File: src/rtl/i2c_reg_sequencer_pkg.sv
// i2c_seq_pkg: shared constants for the I2C register-access sequencer.
//   - i2c_master_axil core register offsets and bit positions
//   - response error codes
//   - sequencer state encoding
//   - helpers that build the core's command and data words
package i2c_seq_pkg;

  localparam logic [3:0] REG_STATUS   = 4'h0;
  localparam logic [3:0] REG_CMD      = 4'h4;
  localparam logic [3:0] REG_DATA     = 4'h8;
  localparam logic [3:0] REG_PRESCALE = 4'hC;

  localparam int STS_BUSY       = 0;
  localparam int STS_MISSED_ACK = 3;
  localparam int STS_CMD_EMPTY  = 8;

  localparam int CMD_START   = 8;
  localparam int CMD_READ    = 9;
  localparam int CMD_WR_MULT = 11;
  localparam int CMD_STOP    = 12;

  localparam int DATA_VALID = 8;
  localparam int DATA_LAST  = 9;

  typedef enum logic [1:0] {
    ERR_OK      = 2'd0,
    ERR_NACK    = 2'd1,
    ERR_TIMEOUT = 2'd2,
    ERR_AXI     = 2'd3
  } rsp_err_e;

  localparam logic [3:0] ST_INIT    = 4'd0;
  localparam logic [3:0] ST_IDLE    = 4'd1;
  localparam logic [3:0] ST_WR_REG  = 4'd2;
  localparam logic [3:0] ST_WR_DATA = 4'd3;
  localparam logic [3:0] ST_CMD_W   = 4'd4;
  localparam logic [3:0] ST_CMD_R   = 4'd5;
  localparam logic [3:0] ST_POLL    = 4'd6;
  localparam logic [3:0] ST_RD_DATA = 4'd7;
  localparam logic [3:0] ST_CLR_ACK = 4'd8;
  localparam logic [3:0] ST_RESP    = 4'd9;

  function automatic logic [31:0] cmd_word(logic [6:0] dev, logic start, logic rd,
                                           logic wr_mult, logic stop);
    logic [31:0] w;
    w              = '0;
    w[6:0]         = dev;
    w[CMD_START]   = start;
    w[CMD_READ]    = rd;
    w[CMD_WR_MULT] = wr_mult;
    w[CMD_STOP]    = stop;
    return w;
  endfunction

  function automatic logic [31:0] data_word(logic [7:0] b, logic last);
    logic [31:0] w;
    w            = '0;
    w[7:0]       = b;
    w[DATA_LAST] = last;
    return w;
  endfunction

endpackage

File: src/rtl/i2c_reg_sequencer_if.sv
// i2c_reg_sequencer_if: AXI-Lite bus between the sequencer (master) and the
// i2c_master_axil core (slave). 4-bit address, 32-bit data.
//   master modport: drives AW/W/AR channels and B/R ready
//   slave modport : drives channel readies, B and R responses
interface i2c_reg_sequencer_if;
  logic [3:0]  awaddr;
  logic [2:0]  awprot;
  logic        awvalid;
  logic        awready;
  logic [31:0] wdata;
  logic [3:0]  wstrb;
  logic        wvalid;
  logic        wready;
  logic [1:0]  bresp;
  logic        bvalid;
  logic        bready;
  logic [3:0]  araddr;
  logic [2:0]  arprot;
  logic        arvalid;
  logic        arready;
  logic [31:0] rdata;
  logic [1:0]  rresp;
  logic        rvalid;
  logic        rready;

  modport master (
    output awaddr, awprot, awvalid, input awready,
    output wdata, wstrb, wvalid, input wready,
    input bresp, bvalid, output bready,
    output araddr, arprot, arvalid, input arready,
    input rdata, rresp, rvalid, output rready
  );

  modport slave (
    input awaddr, awprot, awvalid, output awready,
    input wdata, wstrb, wvalid, output wready,
    output bresp, bvalid, input bready,
    input araddr, arprot, arvalid, output arready,
    output rdata, rresp, rvalid, input rready
  );
endinterface

File: src/rtl/i2c_reg_sequencer_axil_single_master.sv
// axil_single_master: one-shot AXI-Lite access engine, one access in flight.
//   clk, rst : clock, synchronous active-high reset
//   start    : launch an access (only while idle)
//   rnw      : 1 = read, 0 = write
//   addr     : register offset; wdata: write data
//   done     : completion strobe, high in the B/R handshake cycle
//   rdata    : read data (valid with done on reads)
//   resp     : bresp/rresp of the completing access
//   m_axil   : AXI-Lite master port
module axil_single_master (
  input  logic        clk,
  input  logic        rst,
  input  logic        start,
  input  logic        rnw,
  input  logic [3:0]  addr,
  input  logic [31:0] wdata,
  output logic        done,
  output logic [31:0] rdata,
  output logic [1:0]  resp,
  i2c_reg_sequencer_if.master m_axil
);

  logic        aw_v, w_v, b_r, ar_v, r_r;
  logic [3:0]  awaddr_q, araddr_q;
  logic [31:0] wdata_q;

  always_ff @(posedge clk) begin
    if (rst) begin
      aw_v     <= 1'b0;
      w_v      <= 1'b0;
      b_r      <= 1'b0;
      ar_v     <= 1'b0;
      r_r      <= 1'b0;
      awaddr_q <= '0;
      araddr_q <= '0;
      wdata_q  <= '0;
    end else begin
      if (start) begin
        if (rnw) begin
          araddr_q <= addr;
          ar_v     <= 1'b1;
        end else begin
          awaddr_q <= addr;
          wdata_q  <= wdata;
          aw_v     <= 1'b1;
          w_v      <= 1'b1;
          b_r      <= 1'b1;
        end
      end
      if (aw_v && m_axil.awready) aw_v <= 1'b0;
      if (w_v && m_axil.wready)   w_v  <= 1'b0;
      if (b_r && m_axil.bvalid)   b_r  <= 1'b0;
      if (ar_v && m_axil.arready) begin
        ar_v <= 1'b0;
        r_r  <= 1'b1;
      end
      if (r_r && m_axil.rvalid)   r_r  <= 1'b0;
    end
  end

  // Completion is combinational so the sequencer can advance in the
  // handshake cycle itself.
  assign done  = (b_r && m_axil.bvalid) || (r_r && m_axil.rvalid);
  assign resp  = r_r ? m_axil.rresp : m_axil.bresp;
  assign rdata = m_axil.rdata;

  assign m_axil.awaddr  = awaddr_q;
  assign m_axil.awprot  = 3'b000;
  assign m_axil.awvalid = aw_v;
  assign m_axil.wdata   = wdata_q;
  assign m_axil.wstrb   = 4'hF;
  assign m_axil.wvalid  = w_v;
  assign m_axil.bready  = b_r;
  assign m_axil.araddr  = araddr_q;
  assign m_axil.arprot  = 3'b000;
  assign m_axil.arvalid = ar_v;
  assign m_axil.rready  = r_r;

endmodule

File: src/rtl/i2c_reg_sequencer.sv
// i2c_reg_sequencer: expands single-byte I2C register read/write requests
// into i2c_master_axil register accesses, polls for completion and returns
// read data plus an error code.
//   clk, rst            : clock, synchronous active-high reset
//   req_valid/req_ready : request handshake; req_rnw, req_dev, req_reg, req_wdata
//   rsp_valid/rsp_ready : response handshake; rsp_rdata, rsp_err
//   m_axil              : AXI-Lite master port to the core
//
// state      | meaning
// INIT       | write PRESCALE to the prescale register
// IDLE       | ready for a request
// WR_REG     | data <- register address (last bit set on reads)
// WR_DATA    | data <- write byte with last bit
// CMD_W      | cmd <- start+write_multiple (+stop on writes)
// CMD_R      | cmd <- start+read+stop
// POLL       | read status until idle, NACK or timeout
// RD_DATA    | read back the received byte
// CLR_ACK    | clear missed_ack in status
// RESP       | hold response until consumed
module i2c_reg_sequencer
  import i2c_seq_pkg::*;
#(
  parameter int PRESCALE       = 250,
  parameter int TIMEOUT_CYCLES = 1000000
) (
  input  logic       clk,
  input  logic       rst,
  input  logic       req_valid,
  output logic       req_ready,
  input  logic       req_rnw,
  input  logic [6:0] req_dev,
  input  logic [7:0] req_reg,
  input  logic [7:0] req_wdata,
  output logic       rsp_valid,
  input  logic       rsp_ready,
  output logic [7:0] rsp_rdata,
  output logic [1:0] rsp_err,
  i2c_reg_sequencer_if.master m_axil
);

  localparam int TW = ($clog2(TIMEOUT_CYCLES + 1) > 20) ? $clog2(TIMEOUT_CYCLES + 1) : 20;
  localparam logic [TW-1:0] TIMEOUT_TC = TW'(TIMEOUT_CYCLES);

  logic [3:0]    state, seq_next;
  logic          rnw_q;
  logic [6:0]    dev_q;
  logic [7:0]    reg_q, wdata_q, rdata_q;
  rsp_err_e      err_q;
  logic          op_pend, op_state, op_start, op_rnw, op_done;
  logic [3:0]    op_addr;
  logic [31:0]   op_wdata, op_rdata;
  logic [1:0]    op_resp;
  logic [TW-1:0] timer;
  logic          timed_out, axi_err, poll_idle;
  logic          unused_rdata;

  always_comb begin
    op_state = 1'b1;
    op_rnw   = 1'b0;
    op_addr  = REG_STATUS;
    op_wdata = '0;
    seq_next = ST_POLL;
    case (state)
      ST_INIT: begin
        op_addr  = REG_PRESCALE;
        op_wdata = 32'(PRESCALE);
      end
      ST_WR_REG: begin
        op_addr  = REG_DATA;
        op_wdata = data_word(reg_q, rnw_q);
        seq_next = rnw_q ? ST_CMD_W : ST_WR_DATA;
      end
      ST_WR_DATA: begin
        op_addr  = REG_DATA;
        op_wdata = data_word(wdata_q, 1'b1);
        seq_next = ST_CMD_W;
      end
      ST_CMD_W: begin
        // Reads omit stop here so the read command issues a repeated start.
        op_addr  = REG_CMD;
        op_wdata = cmd_word(dev_q, 1'b1, 1'b0, 1'b1, !rnw_q);
        seq_next = rnw_q ? ST_CMD_R : ST_POLL;
      end
      ST_CMD_R: begin
        op_addr  = REG_CMD;
        op_wdata = cmd_word(dev_q, 1'b1, 1'b1, 1'b0, 1'b1);
      end
      ST_POLL: op_rnw = 1'b1;
      ST_RD_DATA: begin
        op_rnw  = 1'b1;
        op_addr = REG_DATA;
      end
      ST_CLR_ACK: op_wdata[STS_MISSED_ACK] = 1'b1;
      default: op_state = 1'b0;
    endcase
  end

  assign timed_out = (timer >= TIMEOUT_TC);
  // No new poll once the budget is spent; an in-flight poll is allowed to finish.
  assign op_start  = op_state && !op_pend && !((state == ST_POLL) && timed_out);
  assign axi_err   = op_done && (op_resp != 2'b00);
  assign poll_idle = !op_rdata[STS_BUSY] && op_rdata[STS_CMD_EMPTY];
  assign unused_rdata = ^op_rdata[31:9];

  axil_single_master u_axil (
    .clk    (clk),
    .rst    (rst),
    .start  (op_start),
    .rnw    (op_rnw),
    .addr   (op_addr),
    .wdata  (op_wdata),
    .done   (op_done),
    .rdata  (op_rdata),
    .resp   (op_resp),
    .m_axil (m_axil)
  );

  always_ff @(posedge clk) begin
    if (rst) begin
      state   <= ST_INIT;
      op_pend <= 1'b0;
      timer   <= '0;
      rnw_q   <= 1'b0;
      dev_q   <= '0;
      reg_q   <= '0;
      wdata_q <= '0;
      rdata_q <= '0;
      err_q   <= ERR_OK;
    end else begin
      if (op_start)     op_pend <= 1'b1;
      else if (op_done) op_pend <= 1'b0;
      if (timer != '1) timer <= timer + 1'b1;
      case (state)
        ST_INIT: if (op_done) state <= ST_IDLE;
        ST_IDLE: begin
          if (req_valid) begin
            rnw_q   <= req_rnw;
            dev_q   <= req_dev;
            reg_q   <= req_reg;
            wdata_q <= req_wdata;
            rdata_q <= '0;
            err_q   <= ERR_OK;
            state   <= ST_WR_REG;
          end
        end
        ST_WR_REG, ST_WR_DATA, ST_CMD_W, ST_CMD_R: begin
          if (axi_err) begin
            err_q <= ERR_AXI;
            state <= ST_RESP;
          end else if (op_done) begin
            timer <= '0;
            state <= seq_next;
          end
        end
        ST_POLL: begin
          if (axi_err) begin
            err_q <= ERR_AXI;
            state <= ST_RESP;
          end else if (op_done) begin
            if (poll_idle) begin
              if (op_rdata[STS_MISSED_ACK]) begin
                err_q <= ERR_NACK;
                state <= ST_CLR_ACK;
              end else begin
                state <= rnw_q ? ST_RD_DATA : ST_RESP;
              end
            end else if (timed_out) begin
              err_q <= ERR_TIMEOUT;
              state <= ST_CLR_ACK;
            end
          end else if (!op_pend && timed_out) begin
            err_q <= ERR_TIMEOUT;
            state <= ST_CLR_ACK;
          end
        end
        ST_RD_DATA: begin
          if (axi_err) begin
            err_q <= ERR_AXI;
            state <= ST_RESP;
          end else if (op_done) begin
            if (op_rdata[DATA_VALID]) rdata_q <= op_rdata[7:0];
            else                      err_q   <= ERR_NACK;
            state <= ST_RESP;
          end
        end
        ST_CLR_ACK: begin
          if (op_done) begin
            if (op_resp != 2'b00) err_q <= ERR_AXI;
            state <= ST_RESP;
          end
        end
        ST_RESP: if (rsp_ready) state <= ST_IDLE;
        default: state <= ST_INIT;
      endcase
    end
  end

  assign req_ready = (state == ST_IDLE);
  assign rsp_valid = (state == ST_RESP);
  assign rsp_rdata = rdata_q;
  assign rsp_err   = err_q;

endmodule

File: src/flat_wrapper.sv
// flat-port wrapper written by rule: the top's interface ports become plain ports
module i2c_reg_sequencer_flat import i2c_seq_pkg::*;
#(
  parameter int PRESCALE       = 250,
  parameter int TIMEOUT_CYCLES = 1000000
)
  (clk, rst, req_valid, req_ready, req_rnw, req_dev, req_reg, req_wdata, rsp_valid, rsp_ready, rsp_rdata, rsp_err, m_axil_awaddr, m_axil_awprot, m_axil_awvalid, m_axil_awready, m_axil_wdata, m_axil_wstrb, m_axil_wvalid, m_axil_wready, m_axil_bresp, m_axil_bvalid, m_axil_bready, m_axil_araddr, m_axil_arprot, m_axil_arvalid, m_axil_arready, m_axil_rdata, m_axil_rresp, m_axil_rvalid, m_axil_rready);
  i2c_reg_sequencer_if m_axil_i ();
  input  logic clk;
  input  logic rst;
  input  logic req_valid;
  output logic req_ready;
  input  logic req_rnw;
  input  logic [6:0] req_dev;
  input  logic [7:0] req_reg;
  input  logic [7:0] req_wdata;
  output logic rsp_valid;
  input  logic rsp_ready;
  output logic [7:0] rsp_rdata;
  output logic [1:0] rsp_err;
  output wire logic [$bits(m_axil_i.awaddr)-1:0] m_axil_awaddr;
  output wire logic [$bits(m_axil_i.awprot)-1:0] m_axil_awprot;
  output wire logic [$bits(m_axil_i.awvalid)-1:0] m_axil_awvalid;
  input wire logic [$bits(m_axil_i.awready)-1:0] m_axil_awready;
  output wire logic [$bits(m_axil_i.wdata)-1:0] m_axil_wdata;
  output wire logic [$bits(m_axil_i.wstrb)-1:0] m_axil_wstrb;
  output wire logic [$bits(m_axil_i.wvalid)-1:0] m_axil_wvalid;
  input wire logic [$bits(m_axil_i.wready)-1:0] m_axil_wready;
  input wire logic [$bits(m_axil_i.bresp)-1:0] m_axil_bresp;
  input wire logic [$bits(m_axil_i.bvalid)-1:0] m_axil_bvalid;
  output wire logic [$bits(m_axil_i.bready)-1:0] m_axil_bready;
  output wire logic [$bits(m_axil_i.araddr)-1:0] m_axil_araddr;
  output wire logic [$bits(m_axil_i.arprot)-1:0] m_axil_arprot;
  output wire logic [$bits(m_axil_i.arvalid)-1:0] m_axil_arvalid;
  input wire logic [$bits(m_axil_i.arready)-1:0] m_axil_arready;
  input wire logic [$bits(m_axil_i.rdata)-1:0] m_axil_rdata;
  input wire logic [$bits(m_axil_i.rresp)-1:0] m_axil_rresp;
  input wire logic [$bits(m_axil_i.rvalid)-1:0] m_axil_rvalid;
  output wire logic [$bits(m_axil_i.rready)-1:0] m_axil_rready;
  assign m_axil_awaddr = m_axil_i.awaddr;
  assign m_axil_awprot = m_axil_i.awprot;
  assign m_axil_awvalid = m_axil_i.awvalid;
  assign m_axil_i.awready = m_axil_awready;
  assign m_axil_wdata = m_axil_i.wdata;
  assign m_axil_wstrb = m_axil_i.wstrb;
  assign m_axil_wvalid = m_axil_i.wvalid;
  assign m_axil_i.wready = m_axil_wready;
  assign m_axil_i.bresp = m_axil_bresp;
  assign m_axil_i.bvalid = m_axil_bvalid;
  assign m_axil_bready = m_axil_i.bready;
  assign m_axil_araddr = m_axil_i.araddr;
  assign m_axil_arprot = m_axil_i.arprot;
  assign m_axil_arvalid = m_axil_i.arvalid;
  assign m_axil_i.arready = m_axil_arready;
  assign m_axil_i.rdata = m_axil_rdata;
  assign m_axil_i.rresp = m_axil_rresp;
  assign m_axil_i.rvalid = m_axil_rvalid;
  assign m_axil_rready = m_axil_i.rready;
  i2c_reg_sequencer #(.PRESCALE(PRESCALE), .TIMEOUT_CYCLES(TIMEOUT_CYCLES)) u_core (.clk(clk), .rst(rst), .req_valid(req_valid), .req_ready(req_ready), .req_rnw(req_rnw), .req_dev(req_dev), .req_reg(req_reg), .req_wdata(req_wdata), .rsp_valid(rsp_valid), .rsp_ready(rsp_ready), .rsp_rdata(rsp_rdata), .rsp_err(rsp_err), .m_axil(m_axil_i));
endmodule
File: config.mk
export PLATFORM = sky130hd
export DESIGN_NAME = i2c_reg_sequencer_flat
export DESIGN_NICKNAME = d
export VERILOG_FILES = /design/src/rtl/i2c_reg_sequencer_pkg.sv /design/src/rtl/i2c_reg_sequencer_if.sv /design/src/rtl/i2c_reg_sequencer_axil_single_master.sv /design/src/rtl/i2c_reg_sequencer.sv /design/src/flat_wrapper.sv
export SDC_FILE = /design/constraint.sdc
export NUM_CORES = 1
export LEC_CHECK = 0
export CAP_MARGIN = 20
export CORE_UTILIZATION = 50
export CTS_CLUSTER_SIZE = 30
export DETAILED_ROUTE_END_ITERATION = 12
export GPL_ROUTABILITY_DRIVEN = 0
export HOLD_SLACK_MARGIN = 0.15
export PLACE_DENSITY = 0.84
export SETUP_SLACK_MARGIN = 0.5
export SLEW_MARGIN = 10
export SYNTH_ARGS = -nofsm -noshare
export SYNTH_HDL_FRONTEND = slang
export SYNTH_SLANG_ARGS = --single-unit
File: constraint.sdc
create_clock -name clk -period 5.4 [get_ports clk]
set_clock_uncertainty 0.15 [all_clocks]
set_input_delay 1.35 -clock clk [delete_from_list [all_inputs] [get_ports clk]]
set_output_delay 1.35 -clock clk [all_outputs]
set_load 0.02 [all_outputs]
# Word level (Yosys, flattened, before mapping)
# Index checks and enable logic that the tools add are counted.
# classes
n_addsub	1
order_cmp	1
n_eq_ne	25
n_mux	50
bitwise_logic	1
n_reduce_logical	38
# op_table
op	count
20-bit two-way mux	4
4-bit two-way mux	14
9-bit case mux with 5 select lines	1
8-bit two-way mux	4
2-bit two-way mux	15
4-bit case mux with 7 select lines	1
4-bit case mux with 3 select lines	2
20-bit by 1-bit adder with 20-bit output (second input constant)	1
20-bit greater-or-equal comparator (second input constant)	1
20-bit inequality test (second input constant)	1
4-bit by 3-bit == test with 1-bit output (second input constant)	4
8-bit case mux with 2 select lines	1
2-bit OR reduction	8
2-bit by 1-bit inequality test with 1-bit output (second input constant)	6
3-bit case mux with 4 select lines	1
1-bit logical AND	11
5-bit inequality test (second input constant)	2
2-bit case mux with 5 select lines	1
10-bit AND reduction	1
4-bit by 2-bit == test with 1-bit output (second input constant)	2
4-bit == test (second input constant)	2
8-bit OR reduction	1
2-bit inequality test (second input constant)	3
3-bit by 1-bit inequality test with 1-bit output (second input constant)	2
17 further kinds	27
# totals
register_bits	104
inputBits	69
output_inout_bits	67
word_cells	133

# Longest topological paths before layout
# depth
depth_word	6
depth_mapped	8
depth_no_buf	6

# Modules after synthesis
# A second synthesis with hierarchy kept.
# hier_totals
hier_cells	644
hier_area_um2	5654.2
# by_module_without_submodules
module	n_inst	cells_each	area_per_inst_um2	seq_area_each_um2
i2c_reg_sequencer	1	403	3153.0	1181.1
axil_single_master	1	241	2501.1	900.9

# Worst setup path after synthesis
# OpenSTA, ideal clock, no wires.
# synth_timing
kind	register to output
start	reg u_core.state[2]
end	out rsp_valid
t_arrival_ps	1293
t_required_ps	3900
path_slack_ps	2607
stages_incl_launch_ff	5
n_path_buf	3
cell_sequence	dfxtp_1 > buf_2 > buf_2 > buf_1 > nor3_1
# synth_between
elab_chain_cells	1
# synth_lines
item	line_no	source
start, declared	i2c_reg_sequencer.sv:44	logic [3:0] state, seq_next;
start signal, assigned	i2c_reg_sequencer.sv:152	state <= seq_next;
start signal, assigned	i2c_reg_sequencer.sv:165	state <= rnw_q ? ST_RD_DATA : ST_RESP;
4-bit == test	i2c_reg_sequencer.sv:199	assign rsp_valid = (state == ST_RESP);
end, declared	flat_wrapper.sv:17	output logic rsp_valid;
# No other way between the ends.

# Final worst setup path
# layout_timing
start	reg u_core.state[3]
end	out req_ready
# layout_between
elab_chain_cells	1
# layout_lines
item	line_no	source
4-bit by 1-bit == test with 1-bit output	i2c_reg_sequencer.sv:198	assign req_ready = (state == ST_IDLE);
end, declared	flat_wrapper.sv:12	output logic req_ready;
# No other way between the ends.

==> impl_metrics.tcl <==
set metrics [dict create \
    hp-start "u_core.rsp_rdata[3]" \
    leakage_nw 1.80 \
    power_density_mw_per_mm2 449 \
    cp_slowest_stage_delay_ns 0.67 \
    globalRouteTotalUtil_pct 24.1 \
    cts_root_buf "clkbuf_8" \
    die_h_um 93.5 \
    drt-vias-per-instance 5.59 \
    drt_iter0_markers 362 \
    setup_viol 0 \
    fmax_mhz 294 \
    cts.repair.resized 0 \
    start_kind "register" \
    finalSetupTns_ns 0 \
    min_path_cells 2 \
    grt-ovfl-total 0 \
    synthXorXnorAreaFrac_pct 2.51 \
    numCtsBuffers 9 \
    synthMuxAreaShare_pct 2.63 \
    tritoncts "built" \
    dieArea_mm2 0.00875 \
    postCtsHoldBufs 0 \
    synth_edf_count 0 \
    synth_cells 537 \
    ys_top_cells_by_area "dfxtp_1, a21oi_1, nand2_1" \
    multi_input_area_mm2 0.00225 \
    tightest_slew_ns 0.962 \
    drive_gt1_share_pct 7.46 \
    hp-class "register to register" \
    outcome "finished clean" \
    synth.avg_cell_area_um2 7.80 \
    worstPathMaxFanout 28 \
    hpwl_um 6900 \
    finalMaxSlewViolations 0 \
    finalCritPeriodShare_pct 63.1 \
    drc 0 \
    synth_compound_area_share_pct 19.5 \
    drt_wl_total_um 10000 \
    async_reset_ff_share_pct 0 \
    portBuffers 78 \
    maxCapViolations 0 \
    nFillCells 707 \
    seqCellArea_mm2 0.00160 \
    rsz0062_at_grt "false" \
    synth-simple-area-share_pct 25.5 \
    postRouteAntennaNets 0 \
    grt_max_degree 34 \
    synthesis.area_mm2 0.00419 \
    min_to "u_core.rsp_rdata[3]" \
    antenna_cells 0 \
    wl_per_cell_um 14.1 \
    core-area_mm2 0.00818 \
    area_growth_pct 20.6 \
    die_x_um 93.5 \
    synth_warnings 0 \
    critPathKind "register to primary output" \
    ir_drop_uv 183 \
    rr_worst_depth 6 \
    grt_pass1_wl_um 16900 \
    drt_first_pass_iters 5 \
    postCtsSetupRepairBufs 0 \
    setup_ws_ns 2.00 \
    required_ns 3.90 \
    grt_pass1_vias 3730 \
    arrival_ns 1.90 \
    yosys.area.top_type "dfxtp_1" \
    dp_slack_ns 1.89 \
    cts_sinks 80 \
    synth_cell_types 64 \
    critPathCaptureType "primary output" \
    synth-main-ff-cell "dfxtp_1" \
    antenna_found_initial 0 \
    via_count 3957 \
    hold_viol 0 \
    htreeDepth 3 \
    r2r_slack_ns 2.61 \
    row_count 33 \
    clock_latency_ns 0.36 \
    yosysSeqAreaShare_pct 38.2 \
    synth_common_cells "nand2_1, dfxtp_1, a21oi_1" \
    crit_chain "buf_4 -> nor3_1 -> clkdlybuf4s50_1" \
    start_util_pct 51.2 \
    yosysMostFrequentCell "nand2_1" \
    r2r_start "u_core.state[2]" \
    critPathSlowestCell "clkdlybuf4s50_1" \
    synth-seq-cells 80 \
    io_pins 136 \
    clk_pin_slew_ns 0.09 \
    period_minus_slack_ns 3.40 \
    relSlewSlack_pct 35.7 \
    nNetsFinal 669 \
    synth_adder_area_share_pct 0.597 \
    r2r_end "u_core.rsp_rdata[3]" \
    synth_top_area_share_pct 38.2 \
    cts_max_path_buffers 2 \
    synth_top_family_by_area "simple AND/OR/NAND/NOR gates" \
]
## sequential cells by signal, summed over array words and instances (netlist names), 2 cells and up
signal and cells:
u_core.u_axil.m_axil.wdata 12, u_core.rsp_rdata 8, u_core.wdata_q 8, u_core.timer 20
u_core.rsp_err 2, u_core.dev_q 7, u_core.u_axil.m_axil.araddr 2, u_core.u_axil.m_axil.awaddr 2
u_core.state 4, u_core.reg_q 8
## cell type report
class	instances	area share (%)
multi-input combinational	409	44.6
sequential	80	31.7
timing repair buffer	84	16.2
tap	105	2.60
clock buffer	10	2.53
clock inverter	6	1.34
inverter	14	1.04
## metrics by stage
stage / cell area, um^2 / std cells / util [%] / power, W / hold WS (ns)
final: 5050 / 708 / 61.8 / 0.00227 / 0.310
after global routing: 5050 / 708 / 61.8 / 0.00242 / 0.325
after CTS: 5050 / 708 / 61.8 / 0.00226 / 0.311
after detailed placement: 4860 / 692 / 59.4 / 0.00181 / 0.297
after global placement: 4860 / 692 / 59.4 / 0.00178 / 0.290
after floorplan: 4310 / 569 / - / 0.00151 / 0.283
## cell families after synthesis
kind of cell	Yosys count
mux	10
buf+inv	80
other cells	2
simple gates	224
flops	80
compound gates	127
xor+xnor	12
fa+ha+maj	2
## power breakdown
part / internal (W) / switching, W / total (W)
registers: 0.000693 / 0.0000775 / 0.000770
logic: 0.000421 / 0.000631 / 0.00105
clock network: 0.000216 / 0.000230 / 0.000446
## worst max-delay path: cells and delay by family (launching register included)
family,cells,cell delay [ns]
simple gates,1,0.32
flops,1,0.32
buf+inv,2,0.89
## cell usage in the layout (no fill, tap or decap), types with 3 or more instances in the layout
cell type | synthesis | layout
nor2b_1 | 4 | 4
inv_1 | 14 | 14
dfxtp_1 | 80 | 80
clkbuf_8 | 0 | 9
xnor2_1 | 6 | 6
a221oi_1 | 7 | 7
xor2_1 | 6 | 6
conb_1 | 2 | 34
nor2_1 | 58 | 58
or3_1 | 3 | 3
nand4_1 | 4 | 4
buf_4 | 34 | 6
o21bai_1 | 3 | 3
mux2_2 | 8 | 8
nor3_1 | 27 | 27
clkdlybuf4s50_1 | 0 | 77
o21ai_0 | 14 | 14
a211oi_1 | 5 | 5
a21oi_1 | 62 | 62
a311oi_1 | 4 | 4
and3_1 | 3 | 3
a31oi_1 | 8 | 8
nand2b_1 | 5 | 5
nand3_1 | 20 | 20
nand2_1 | 81 | 81
## worst max-delay path by stage
stage	cells after the start	to	startpoint	slack (ns)
after floorplan	4	rsp_valid	u_core.state[2]	2.61
after detailed placement	6	u_core.state[1]	m_axil_bvalid	1.89
after global routing	3	req_ready	u_core.state[3]	1.92
final	3	req_ready	u_core.state[3]	2.00
after CTS	3	req_ready	u_core.state[3]	2.01
after global placement	6	u_core.state[1]	m_axil_bvalid	1.97
## routing by layer
metal | GRT usage [%] | up-vias | share of wire [%]
met5 | 0 | - | 0
met4 | 10.1 | 0 | 2.3
met3 | 4.80 | 29 | 6.3
met2 | 41.7 | 156 | 49
met1 | 28.9 | 1845 | 42
li1 | - | 1927 | -
Power figures use the tool's default switching activity.
